## config.mk

```make
export PLATFORM = sky130hd
export DESIGN_NAME = fnd_display_scheduler
export DESIGN_NICKNAME = d
export VERILOG_FILES = /design/src/rtl/fnd_display_scheduler.sv
export SDC_FILE = /design/constraint.sdc
export NUM_CORES = 1
export LEC_CHECK = 0
export BUFFER_PORTS_ARGS = -buffer_cell sky130_fd_sc_hd__clkbuf_2
export CORE_ASPECT_RATIO = 1.25
export CORE_MARGIN = 5
export CORE_UTILIZATION = 30
export DETAILED_ROUTE_END_ITERATION = 10
export PLACE_DENSITY = 0.54
export SLEW_MARGIN = 40
export SYNTH_ARGS = -nofsm -noshare
export SYNTH_HDL_FRONTEND = slang
export SYNTH_SLANG_ARGS = --single-unit
export TNS_END_PERCENT = 100
```

## constraint.sdc

```tcl
create_clock -name clk -period 2.5 [get_ports clk]
set_clock_uncertainty 0.2 [all_clocks]
set_input_delay 0.5 -clock clk [delete_from_list [all_inputs] [get_ports clk]]
set_output_delay 0.5 -clock clk [all_outputs]
set_load 0.02 [all_outputs]
```

## src/rtl/fnd_display_scheduler.sv

```systemverilog
// Arbitrates the shared 4-digit FND between the main source and three overlay requesters.
// Optional FND_BLINK_EN adds blinking of blink_mask digits while an overlay is shown.
module fnd_display_scheduler #(
  parameter int CLK_HZ   = 100_000_000,
  parameter int HOLD_MS  = 2000,
  parameter int GAP_MS   = 50,
  parameter int BLINK_MS = 250
) (
  input  logic        clk,
  input  logic        reset_n,
  input  logic [15:0] main_value,
  input  logic [47:0] ovl_value,
  input  logic [2:0]  req,
  input  logic [3:0]  blink_mask,
  output logic [15:0] value,
  output logic [3:0]  blank,
  output logic [1:0]  active_src,
  output logic [2:0]  ack,
  output logic        busy
);
  // state   | meaning
  // MAIN    | main_value shown, waiting for any pending overlay
  // GAP     | all digits blanked between source switches
  // OVERLAY | overlay cur shown, hold timer running
  typedef enum logic [1:0] {S_MAIN, S_GAP, S_OVERLAY} state_t;

  localparam int DIV    = CLK_HZ / 1000;
  localparam int PS_W   = (DIV > 1) ? $clog2(DIV) : 1;
  localparam int HOLD_W = (HOLD_MS > 1) ? $clog2(HOLD_MS) : 1;
  localparam int GAP_W  = (GAP_MS > 1) ? $clog2(GAP_MS) : 1;
  localparam logic [PS_W-1:0]   PS_LAST   = PS_W'(DIV - 1);
  localparam logic [HOLD_W-1:0] HOLD_LAST = HOLD_W'(HOLD_MS - 1);
  localparam logic [GAP_W-1:0]  GAP_LAST  = GAP_W'(GAP_MS - 1);

  function automatic logic [1:0] pick(input logic [2:0] p);
    if (p[2])      return 2'd2;
    else if (p[1]) return 2'd1;
    else           return 2'd0;
  endfunction

  function automatic logic [2:0] onehot(input logic [1:0] i);
    return 3'b001 << i;
  endfunction

  function automatic logic [2:0] higher(input logic [1:0] i);
    case (i)
      2'd0:    return 3'b110;
      2'd1:    return 3'b100;
      default: return 3'b000;
    endcase
  endfunction

  state_t            state_q, state_d;
  logic [1:0]        cur_q, cur_d;
  logic [2:0]        pending_q, pending_d;
  logic [PS_W-1:0]   ps_q, ps_d;
  logic [HOLD_W-1:0] hold_q, hold_d;
  logic [GAP_W-1:0]  gap_q, gap_d;
  logic [2:0]        ack_q, ack_d;
  logic [15:0]       value_q, value_d;
  logic [3:0]        blank_q, blank_d;
  logic [1:0]        src_q, src_d;
  logic              tick_ms, restart, leave, req_cur;
  logic [2:0]        nxt_pend;

  // Free-running millisecond prescaler, independent of the FSM
  assign tick_ms = (ps_q == PS_LAST);
  assign ps_d    = tick_ms ? '0 : ps_q + 1'b1;
  assign req_cur = |(req & onehot(cur_q));

  always_comb begin
    state_d   = state_q;
    cur_d     = cur_q;
    hold_d    = hold_q;
    gap_d     = gap_q;
    pending_d = pending_q | req;
    ack_d     = '0;
    restart   = 1'b0;
    leave     = 1'b0;
    nxt_pend  = pending_q;
    case (state_q)
      S_MAIN: begin
        if (|pending_q) begin
          cur_d = pick(pending_q);
          if (GAP_MS == 0) begin
            state_d = S_OVERLAY;
            restart = 1'b1;
          end else begin
            state_d = S_GAP;
            gap_d   = '0;
          end
        end
      end
      S_GAP: begin
        if (tick_ms) begin
          if (gap_q == GAP_LAST) begin
            if (|pending_q) begin
              state_d = S_OVERLAY;
              cur_d   = pick(pending_q);
              restart = 1'b1;
            end else begin
              state_d = S_MAIN;
            end
          end else begin
            gap_d = gap_q + 1'b1;
          end
        end
      end
      S_OVERLAY: begin
        if (tick_ms && hold_q == HOLD_LAST) begin
          ack_d = onehot(cur_q);
          // A request landing on the completion cycle keeps the overlay pending
          if (!req_cur) pending_d = pending_d & ~onehot(cur_q);
          leave    = 1'b1;
          nxt_pend = pending_d;
        end else if (|(pending_q & higher(cur_q))) begin
          leave = 1'b1;
        end else if (req_cur) begin
          restart = 1'b1;
        end else if (tick_ms) begin
          hold_d = hold_q + 1'b1;
        end
        if (leave) begin
          if (GAP_MS != 0) begin
            state_d = S_GAP;
            gap_d   = '0;
          end else if (|nxt_pend) begin
            cur_d   = pick(nxt_pend);
            restart = 1'b1;
          end else begin
            state_d = S_MAIN;
          end
        end
      end
      default: state_d = S_MAIN;
    endcase
    if (restart) hold_d = '0;
  end

`ifdef FND_BLINK_EN
  localparam int BLINK_W = (BLINK_MS > 1) ? $clog2(BLINK_MS) : 1;
  localparam logic [BLINK_W-1:0] BLINK_LAST = BLINK_W'(BLINK_MS - 1);
  logic [BLINK_W-1:0] blink_cnt_q, blink_cnt_d;
  logic               phase_on_q, phase_on_d;

  always_comb begin
    blink_cnt_d = blink_cnt_q;
    phase_on_d  = phase_on_q;
    if (restart) begin
      blink_cnt_d = '0;
      phase_on_d  = 1'b1;
    end else if (state_q == S_OVERLAY && tick_ms) begin
      if (blink_cnt_q == BLINK_LAST) begin
        blink_cnt_d = '0;
        phase_on_d  = ~phase_on_q;
      end else begin
        blink_cnt_d = blink_cnt_q + 1'b1;
      end
    end
  end

  always_ff @(posedge clk or negedge reset_n) begin
    if (!reset_n) begin
      blink_cnt_q <= '0;
      phase_on_q  <= 1'b1;
    end else begin
      blink_cnt_q <= blink_cnt_d;
      phase_on_q  <= phase_on_d;
    end
  end
`else
  logic blink_unused;
  assign blink_unused = ^{blink_mask, BLINK_MS[0]};
`endif

  always_comb begin
    value_d = value_q;
    blank_d = blank_q;
    src_d   = src_q;
    case (state_q)
      S_MAIN: begin
        value_d = main_value;
        blank_d = 4'b0000;
        src_d   = 2'd0;
      end
      S_GAP: blank_d = 4'b1111;
      S_OVERLAY: begin
        case (cur_q)
          2'd1:    value_d = ovl_value[31:16];
          2'd2:    value_d = ovl_value[47:32];
          default: value_d = ovl_value[15:0];
        endcase
        src_d = cur_q + 2'd1;
`ifdef FND_BLINK_EN
        blank_d = phase_on_q ? 4'b0000 : blink_mask;
`else
        blank_d = 4'b0000;
`endif
      end
      default: blank_d = 4'b0000;
    endcase
  end

  always_ff @(posedge clk or negedge reset_n) begin
    if (!reset_n) begin
      state_q   <= S_MAIN;
      cur_q     <= 2'd0;
      pending_q <= '0;
      ps_q      <= '0;
      hold_q    <= '0;
      gap_q     <= '0;
      ack_q     <= '0;
      value_q   <= '0;
      blank_q   <= '0;
      src_q     <= '0;
    end else begin
      state_q   <= state_d;
      cur_q     <= cur_d;
      pending_q <= pending_d;
      ps_q      <= ps_d;
      hold_q    <= hold_d;
      gap_q     <= gap_d;
      ack_q     <= ack_d;
      value_q   <= value_d;
      blank_q   <= blank_d;
      src_q     <= src_d;
    end
  end

  assign value      = value_q;
  assign blank      = blank_q;
  assign active_src = src_q;
  assign ack        = ack_q;
  assign busy       = (state_q != S_MAIN);

endmodule
```

==> metrics.cfg, run 1 <==
[detailed_routing]
vias = 3120
dr.first_iter.drc_count = 163
detail_route.vias_per_cell = 5.11
wl_mm = 9.08
drc = 0
drt-pass1-iter-count = 4
route.antenna.remaining_nets = 0
routedWlPerCell_um = 14.9

[logic_synthesis]
synth.distinct_cells = 49
ys_seq_elements = 63
syn_nets = 441
synth-edff-count = 0
synth_flop_cell = dfrtp_1
yosysTopAreaCellShare = 0.453
synth-warning-count = 0
netlist_area_um2 = 3480
synthTopCellsByArea = dfrtp_1, mux2i_1, ha_1
ys_seq_area_frac = 0.453
synthArstFlopShare = 1.00
synth_area_per_cell_um2 = 9.78
yosysTopAreaCell = dfrtp_1
synth_cells = 356

[clock_network]
clock_latency_ps = 320
cts_buffers = 9
tritoncts = done
cts.htree.levels = 3
root_buffer = clkbuf_16
clock-sinks = 63
clk_pin_slew_ps = 50
cts_buffer_depth = 2

[timing]
drv_slew = 0
timing.final.crit_share = 0.948
setup_viol = 0
tightest_slew_ps = 407
fmax_mhz = 422
min_period_ps = 2370
worst_slack_ps = 129
relSlewSlack = 0.726
hold_viol_final = 0
grt_setup_unrepaired = false

[power]
peakVddDrop_mv = 0.264
power_uw = 3810
p_per_area_nw_per_um2 = 829
leakagePower_uw = 0.00214

[final_layout]
final_core_utilization = 0.399
drive_above_1_share = 0.328
final_nets = 554
final_area_um2 = 4600
layout_commonest_cell = clkbuf_2
fillers = 1138
area_growth_pct = 32.0
diodes = 0
final_cell_mix = clkbuf_2, dfrtp_1, buf_4, nand2_1, o21ai_0

[floorplan]
core_area_um2 = 11500
die_h_um = 130
ios = 99
num_rows = 44
initial_core_util = 0.303
die_w_um = 106
die_area_um2 = 13900

[status]
status = completed

[global_routing]
grt_pass1_vias = 3074
antenna_found_initial = 0
grt.total_usage = 0.132
grt_max_degree = 64
grt_pass1_wl_mm = 14.5
overflow = 0

[worst_setup_path]
cp.arrival_ps = 2420
worst_ep_required_time_ps = 2550
cp_max_fo = 5
endpoint_kind = flop
critPathLaunch = ps_q[0]
r2r-start = ps_q[0]
crit_type = reg -> reg
start_kind = flop

[flow_run]
drv_cap = 0

[place]
gp_congestion = 0.772
io_buffers = 94
dp_hpwl_mm = 6.79
postPlaceCellArea_um2 = 4240
dp_slack_ps = -38.4

[min_path]
hold_path_startpoint = ovl_value[1]
hp-class = in -> reg

[synth_stat cells (3+ instances only)]
cell type	n
a21oi_1	9
a22oi_1	17
a31oi_1	5
and2_1	5
and3_1	3
and4_1	5
buf_2	3
buf_4	3
clkbuf_1	15
dfrtp_1	63
ha_1	12
inv_1	8
mux2i_1	18
nand2_1	29
nand2b_1	3
nand3_1	11
nand4_1	9
nor2_1	26
nor3_1	5
nor4_1	3
nor4b_1	3
o211ai_1	18
o21ai_0	29
or3_1	4
xnor2_1	14
xor2_1	6
[layer usage]
layer	up-vias	global-route usage	share of wire
met5	-	0	0
met4	0	0.0663	0.019
met3	11	0.0285	0.065
met2	95	0.233	0.49
met1	1483	0.150	0.43
li1	1531	-	-
[kinds of logic after synthesis]
kind of cell / Yosys count / share of synthesized area
muxes: 19 / 0.0550
DFF: 63 / 0.453
xor gates and xnor gates: 20 / 0.0503
buffers and inverters: 32 / 0.0410
and+or+nand+nor: 118 / 0.183
adders and majority gates: 12 / 0.0431
AOI/OAI and AO/OA: 92 / 0.175
[timing repair]
| action | CTS | global route |
|---|---|---|
| gates resized for setup | 0 | 14 |
| setup endpoints to repair | 4 | 14 |
| hold buffers | 1 | 0 |
| pin swaps | 1 | 2 |
| setup buffers | 1 | 1 |
| endpoints found under the hold margin | 1 | 0 |
[through the flow]
stage	setup TNS, ps	hold WS [ps]	std cells
3_3_place_gp	0	275	593
3_5_place_dp	-72.6	284	593
4_1_cts	0	210	609
2_1_floorplan	0	4.41	356
5_1_grt	0	231	610
6_report	0	222	610
[worst paths after layout]
kind,to,slack (ps),cells past startpoint
worst min-delay path,value[1],220,3
worst max-delay path,hold_q[10],130,7
worst min register to register,gap_q[5],300,1
max in group asynchronous,ps_q[0],1280,3
worst max register to register,hold_q[10],130,7
min in group asynchronous,value[12],530,3
[critical path, cell delays in order, from the launching register on]
cell and delay, ps:
dfrtp_1 390, ha_2 220, and4_1 240, nand4_1 220, buf_4 230, nor4_4 260
or3b_1 370, a21oi_1 150
[flip-flops by register name (all words and copies together), names as in the netlist]
| register | cells |
|---|---|
| value | 16 |
| pending_q | 3 |
| active_src | 2 |
| ps_q | 17 |
| blank | 1 |
| cur_q | 2 |
| hold_q | 11 |
| ack | 3 |
| gap_q | 6 |
| state_q | 2 |
[where the power goes]
part	leakage [uW]	total (uW)	switching [uW]	internal, uW
registers	0.000804	1300	111	1190
logic	0.00120	1390	839	552
clock network	0.000132	1120	406	711
total	0.00214	3810	1360	2460
[area by class of cell]
type	instances	area (um2)	share of cell area
tap	138	173	0.0376
timing repair buffer	126	726	0.158
sequential	63	1580	0.343
clock buffer	13	260	0.0566
multi-input combinational	261	1830	0.397
inverter	8	30.0	0.00653
clock inverter	1	5.00	0.00109
(Power assumes the default switching activity.)
==> run 2: changes to the inputs <==
--- a/config.mk
+++ b/config.mk
@@ -6,11 +6,11 @@
 export NUM_CORES = 1
 export LEC_CHECK = 0
 export BUFFER_PORTS_ARGS = -buffer_cell sky130_fd_sc_hd__clkbuf_2
-export CORE_ASPECT_RATIO = 1.25
 export CORE_MARGIN = 5
 export CORE_UTILIZATION = 30
 export DETAILED_ROUTE_END_ITERATION = 10
 export PLACE_DENSITY = 0.54
+export SKIP_LAST_GASP = 1
 export SLEW_MARGIN = 40
 export SYNTH_ARGS = -nofsm -noshare
 export SYNTH_HDL_FRONTEND = slang
==> run 2 against run 1 <==
  * The run now ends with hold timing left
  * Routed wire length down 1.3%
  * Die area barely moved
  * Fmax shrank 1.5%
  * Largest cell class unchanged
  * Worst setup slack got worse by 35 ps
  * Critical path depth is 1 higher
  * Non-clock buffer count down 7
  * Clock power rose by 17%
  * Worst hold slack worse by 260 ps
  * Via count shrank 1.7%
  * Largest power group unchanged
  * First-iteration DRC count up 12%
  * Final cell count unchanged
==> metrics.cfg, run 2 (synthesis results as in run 1) <==
[final_layout]
multi_input_area_um2 = 1780  ; was 1830 um2
final_area_um2 = 4540  ; was 4600 um2
final_nets = 547  ; was 554
seq_area_um2 = 1580  ; unchanged
final_core_utilization = 0.398  ; was 0.399
fillers = 1158  ; was 1,138
area_growth_pct = 30.5  ; was 32.0%
final_cell_mix = clkbuf_2, dfrtp_1, nand2_1, o21ai_0, nor2_1  ; was clkbuf_2, dfrtp_1, buf_4, nand2_1, o21ai_0
layout_commonest_cell = clkbuf_2  ; unchanged
diodes = 0  ; unchanged
drive_above_1_share = 0.306  ; was 0.328
largest_register = ps_q  ; unchanged
largest_reg_flops = 17  ; unchanged

[clock_network]
clock_latency_ps = 320  ; about the same
tritoncts = done  ; unchanged
cts_buffers = 9  ; unchanged
cts_hold_buf = 0  ; was 1
clock-sinks = 63  ; unchanged
clk_pin_slew_ps = 50  ; about the same
root_buffer = clkbuf_16  ; unchanged
cts.htree.levels = 3  ; unchanged
cts_buffer_depth = 2  ; unchanged

[worst_setup_path]
r2r-end = hold_q[4]  ; was hold_q[10]
crit_type = reg -> reg  ; unchanged
endpoint_kind = flop  ; unchanged
cp_max_fo = 4  ; was 5
cp.arrival_ps = 2450  ; was 2420 ps
slowest_delay_ps = 380  ; was 390 ps
rr_worst_depth = 8  ; was 7
cp_cell_sequence = inv_1 > ha_1 > a222oi_1 > buf_4 > nand3_2 > or3_1 > or3_1 > a21oi_1  ; was ha_2 > and4_1 > nand4_1 > buf_4 > nor4_4 > or3b_1 > a21oi_1
r2r-start = cur_q[1]  ; was ps_q[0]
start_kind = flop  ; unchanged
worst_path_most_repeated_cell = or3_1
crit_buf_inv = 2  ; was 1
worst_ep_required_time_ps = 2540  ; was 2550 ps
slowest_stage = or3_1  ; was dfrtp_1
cp_top_family = simple AND/OR/NAND/NOR gates  ; unchanged
rrSetupSlack_ps = 90  ; was 130 ps

[detailed_routing]
vias = 3067  ; was 3,120
drt-pass1-iter-count = 4  ; unchanged
route.antenna.remaining_nets = 0  ; unchanged
dr.first_iter.drc_count = 183  ; was 163
detail_route.vias_per_cell = 5.03  ; was 5.11
routedWlPerCell_um = 14.7  ; was 14.9 um
drc = 0  ; unchanged
wl_mm = 8.96  ; was 9.08 mm

[timing]
relSlewSlack = 0.733  ; was 0.726
holdWs_ps = -32.8  ; was 222 ps
setup_viol = 0  ; unchanged
drv_slew = 0  ; unchanged
min_period_ps = 2410  ; was 2370 ps
tightest_slew_ps = 397  ; was 407 ps
timing.final.crit_share = 0.962  ; was 0.948
fmax_mhz = 416  ; was 422 MHz
grt_setup_unrepaired = true  ; was false
hold_viol_final = 14  ; was 0

[min_path]
hp-class = in -> async  ; was in -> reg

[place]
dp_hpwl_mm = 6.67  ; was 6.79 mm
postPlaceCellArea_um2 = 4220  ; was 4240 um2
gp_congestion = 0.791  ; was 0.772
io_buffers = 94  ; unchanged

[floorplan]
core_area_um2 = 11400  ; was 11,500 um2
ios = 99  ; unchanged
num_rows = 39  ; was 44
die_h_um = 118  ; was 130 um
die_area_um2 = 13900  ; about the same
initial_core_util = 0.305  ; was 0.303
die_w_um = 118  ; was 106 um

[power]
leakagePower_uw = 0.00211  ; was 0.00214 uW
peakVddDrop_mv = 0.552  ; was 0.264 mV
power_uw = 3960  ; was 3810 uW
p_per_area_nw_per_um2 = 871  ; was 829 nW/um2

[flow_run]
drv_cap = 0  ; unchanged

[global_routing]
overflow = 0  ; unchanged
use_met2 = 0.207  ; was 0.233
busiest_layer = met2  ; unchanged
grt_max_degree = 64  ; unchanged
grt.met1_usage = 0.171  ; was 0.150
antenna_found_initial = 0  ; unchanged
grt_pass1_wl_mm = 15.1  ; was 14.5 mm
grt_pass1_vias = 3081  ; was 3,074
grt.total_usage = 0.128  ; was 0.132
grt.met3_usage = 0.0221  ; was 0.0285

[status]
status = complete, but fails checks  ; was completed
violations = hold timing

run 2: routing by layer:
layer / vias up / part of all wire / wire (um)
met5: - / 0 / 0
met4: 0 / 0.020 / 176
met3: 18 / 0.026 / 230
met2: 45 / 0.49 / 4410
met1: 1483 / 0.46 / 4140
li1: 1521 / - / -
run 2: area by class of cell:
type	count	area share
multi-input cells	261	0.392
well taps	143	0.0394
inverters	8	0.00661
flip-flops and latches	63	0.347
repair buffers	119	0.148
clock buffers	12	0.0521
clock inverters	4	0.0154
run 2: worst max-delay path by stage:
| stage | start | end | slack, ps | cells past startpoint |
|---|---|---|---|---|
| 2_1_floorplan | cur_q[0] | hold_q[4] | 10 | 9 |
| 3_3_place_gp | ps_q[13] | hold_q[1] | 40 | 7 |
| 3_5_place_dp | cur_q[1] | hold_q[4] | 90 | 8 |
| 4_1_cts | cur_q[1] | hold_q[3] | 80 | 8 |
| 5_1_grt | cur_q[0] | hold_q[3] | -30 | 9 |
| 6_report | cur_q[1] | hold_q[4] | 90 | 8 |
run 2: report_power, final:
group          leakage [uW]  internal, uW  switching [uW]  total [uW]
combinational       0.00116           521             829        1350
clock              0.000151           870             439        1310
sequential         0.000804          1190             106        1300
run 2: through the flow:
stage                     setup TNS, ps  hold slack, ps  worst slack (ps)  instances
after floorplan                       0            4.41              11.4        356
after global placement                0             274              43.9        594
after detailed placement              0             280              90.1        594
after CTS                             0            9.99              79.9        610
after global routing              -29.1            22.3             -29.1        610
final                                 0           -32.8              94.5        610
run 2: repair_timing:
item | 4_1_cts | 5_1_grt
gates resized for setup | 0 | 5
setup endpoints to repair | 0 | 12
buffers inserted | 0 | 0
==> run 3: changes to the inputs <==
==> constraint.sdc (replaced) <==
create_clock -name clk -period 2 [get_ports clk]
set_clock_uncertainty 0.2 [all_clocks]
set_input_delay 0.4 -clock clk [delete_from_list [all_inputs] [get_ports clk]]
set_output_delay 0.4 -clock clk [all_outputs]
set_load 0.02 [all_outputs]
==> run 3 against run 2 <==
  * The flow finishes with violations (setup timing)
  * Total power is 31% higher
  * Fmax is 2.0% higher
  * Sequential cell count stayed put
  * Count of clock-buffer cells in the layout is 1 lower
  * Sequential share of layout area is 5.4 points lower
  * Clock power is 9.9% higher
  * Sequential power is 24% higher
  * Core utilization is 7.4 points higher
  * First-iteration DRC count is 12% lower
  * Final area is 19% higher
  * Critical path depth stayed put
  * Worst hold slack better by 150 ps
==> metrics.cfg, run 3 (synthesis results as in run 1) <==
[min_path]
hold_depth = 3
hold_path_startpoint = ovl_value[14]
hp-class = in -> reg  ; was in -> async
min_to = value[14]

[floorplan]
initial_core_util = 0.305  ; unchanged
core_area_um2 = 11400  ; unchanged
die_area_um2 = 13900  ; unchanged
die_w_um = 118  ; unchanged
num_rows = 39  ; unchanged
die_h_um = 118  ; unchanged
ios = 99  ; unchanged

[worst_setup_path]
crit_buf_inv = 2  ; unchanged
start_kind = flop  ; unchanged
cp_max_fo = 5  ; was 4
cp.arrival_ps = 2360  ; was 2450 ps
cp_cell_sequence = inv_2 > ha_4 > a222oi_1 > buf_4 > nand3_4 > or4_1 > o21ai_0 > a21oi_2  ; was inv_1 > ha_1 > a222oi_1 > buf_4 > nand3_2 > or3_1 > or3_1 > a21oi_1
critPathLaunch = cur_q[0]  ; was cur_q[1]
endpoint_kind = flop  ; unchanged
cp_top_family = compound AO/OA/AOI/OAI gates  ; was simple AND/OR/NAND/NOR gates
rrSetupSlack_ps = -360  ; was 90 ps
slowest_stage = or4_1  ; was or3_1
rr_worst_depth = 8  ; unchanged
r2r-start = cur_q[0]  ; was cur_q[1]
worst_ep_required_time_ps = 2000  ; was 2540 ps
r2r-end = hold_q[10]  ; was hold_q[4]
crit_type = reg -> reg  ; unchanged
slowest_delay_ps = 470  ; was 380 ps

[timing]
grt_setup_unrepaired = true  ; unchanged
tightest_slew_ps = 568  ; was 397 ps
drv_slew = 0  ; unchanged
hold_viol_final = 0  ; was 14
fmax_mhz = 424  ; was 416 MHz
worst_slack_ps = -359  ; was 94.5 ps
timing.final.crit_share = 1.18  ; was 0.962
fin_setup_tns_ps = -4720  ; was 0 ps
min_period_ps = 2360  ; was 2410 ps
setup_viol = 24  ; was 0
relSlewSlack = 0.622  ; was 0.733

[detailed_routing]
met2WireLength_mm = 5.22  ; was 4.41 mm
vias = 3323  ; was 3,067
met3_length_um = 277  ; was 230 um
drt-pass1-iter-count = 4  ; unchanged
met1Wirelength_mm = 4.58  ; was 4.14 mm
wl_mm = 10.2  ; was 8.96 mm
dr.max_layer_used = met4  ; unchanged
drc = 0  ; unchanged
dr.first_iter.drc_count = 161  ; was 183
detail_route.vias_per_cell = 4.93  ; was 5.03
route.antenna.remaining_nets = 0  ; unchanged
routedWlPerCell_um = 15.2  ; was 14.7 um

[power]
combPwrFrac = 0.411  ; was 0.341
peakVddDrop_mv = 0.559  ; was 0.552 mV
power.share.clock = 0.278  ; was 0.331
seq_power_share = 0.311  ; was 0.328
p_per_area_nw_per_um2 = 963  ; was 871 nW/um2
leakagePower_uw = 0.00256  ; was 0.00211 uW
p_switching_uw = 1860  ; was 1370 uW
switching_share = 0.360  ; was 0.347
intPower_uw = 3320  ; was 2580 uW
power_uw = 5180  ; was 3960 uW

[final_layout]
area_growth_pct = 54.7  ; was 30.5%
largest_reg_flops = 17  ; unchanged
fillers = 1082  ; was 1,158
final_cell_mix = clkbuf_2, buf_4, dfrtp_1, nand2_1, nor2_1  ; was clkbuf_2, dfrtp_1, nand2_1, o21ai_0, nor2_1
seq_area_um2 = 1580  ; unchanged
multi_input_area_um2 = 2050  ; was 1780 um2
largest_register = ps_q  ; unchanged
drive_above_1_share = 0.476  ; was 0.306
final_nets = 613  ; was 547
layout_commonest_cell = clkbuf_2  ; unchanged
diodes = 0  ; unchanged
fin_cells = 674  ; was 610

[clock_network]
cts.htree.levels = 3  ; unchanged
cts_buffer_depth = 2  ; unchanged
clk_pin_slew_ps = 60  ; was 50 ps
clock-sinks = 63  ; unchanged
clock_latency_ps = 330  ; was 320 ps
tritoncts = done  ; unchanged
root_buffer = clkbuf_16  ; unchanged
cts_buffers = 9  ; unchanged

[global_routing]
grt_pass1_vias = 3328  ; was 3,081
overflow = 0  ; unchanged
grt_pass1_wl_mm = 16.7  ; was 15.1 mm
antenna_found_initial = 0  ; unchanged
grt.total_usage = 0.145  ; was 0.128
grt_max_degree = 39  ; was 64

[place]
gp_congestion = 0.815  ; was 0.791
dp_hpwl_mm = 7.39  ; was 6.67 mm
io_buffers = 94  ; unchanged
dp_slack_ps = -442  ; was 90.1 ps
dp.cells = 648  ; was 594

[status]
violations = setup timing  ; was hold timing
status = complete, but fails checks  ; unchanged

[flow_run]
drv_cap = 0  ; unchanged

==> run 3: worst max-delay path by stage <==
stage / to / slack (ps) / depth (start not counted)
5_1_grt: hold_q[10] / -470 / 8
2_1_floorplan: hold_q[3] / -420 / 8
4_1_cts: hold_q[4] / -320 / 8
6_report: hold_q[10] / -360 / 8
3_3_place_gp: hold_q[4] / -390 / 7
3_5_place_dp: hold_q[4] / -440 / 7
==> run 3: routing by layer <==
metal,up-vias,track usage
met5,-,0
met4,0,0.0502
met3,12,0.0332
met2,42,0.236
met1,1624,0.188
li1,1645,-
==> run 3: layout make-up <==
cell class | instances | share of cell area
inverters | 8 | 0.00790
clock buffers | 11 | 0.0469
repair buffers | 185 | 0.234
flip-flops and latches | 63 | 0.293
well taps | 143 | 0.0332
multi-input cells | 261 | 0.381
clock inverters | 3 | 0.00372
==> run 3: stage by stage <==
| stage | instance area (um2) | hold WS, ps | util |
|---|---|---|---|
| after floorplan | 3550 | -95.6 | - |
| after global placement | 4700 | 215 | 0.411 |
| after detailed placement | 4700 | 223 | 0.411 |
| after CTS | 5210 | 115 | 0.456 |
| after global routing | 5390 | 127 | 0.472 |
| final | 5390 | 114 | 0.472 |
==> run 3: repair_timing <==
item,CTS,global route
setup endpoints to repair,26,33
endpoints found under the hold margin,17,0
hold buffers,1,0
cloned,1,0
buffers inserted,8,7
pin swaps,16,18
gates resized for setup,42,39
==> run 3: worst register-to-register path, stage by stage (launching register included) <==
cell and delay (ps):
dfrtp_1 380, inv_2 90, ha_4 170, a222oi_1 310
buf_4 190, nand3_4 90, or4_1 470, o21ai_0 240
a21oi_2 90
==> run 3: power by group through the flow <==
stage / clock network (uW) / logic, uW / registers [uW]
3_5_place_dp: 0 / 1910 / 1640
5_1_grt: 1540 / 2320 / 1650
2_1_floorplan: 0 / 982 / 1850
4_1_cts: 1470 / 2080 / 1620
6_report: 1440 / 2130 / 1610
3_3_place_gp: 0 / 1880 / 1620
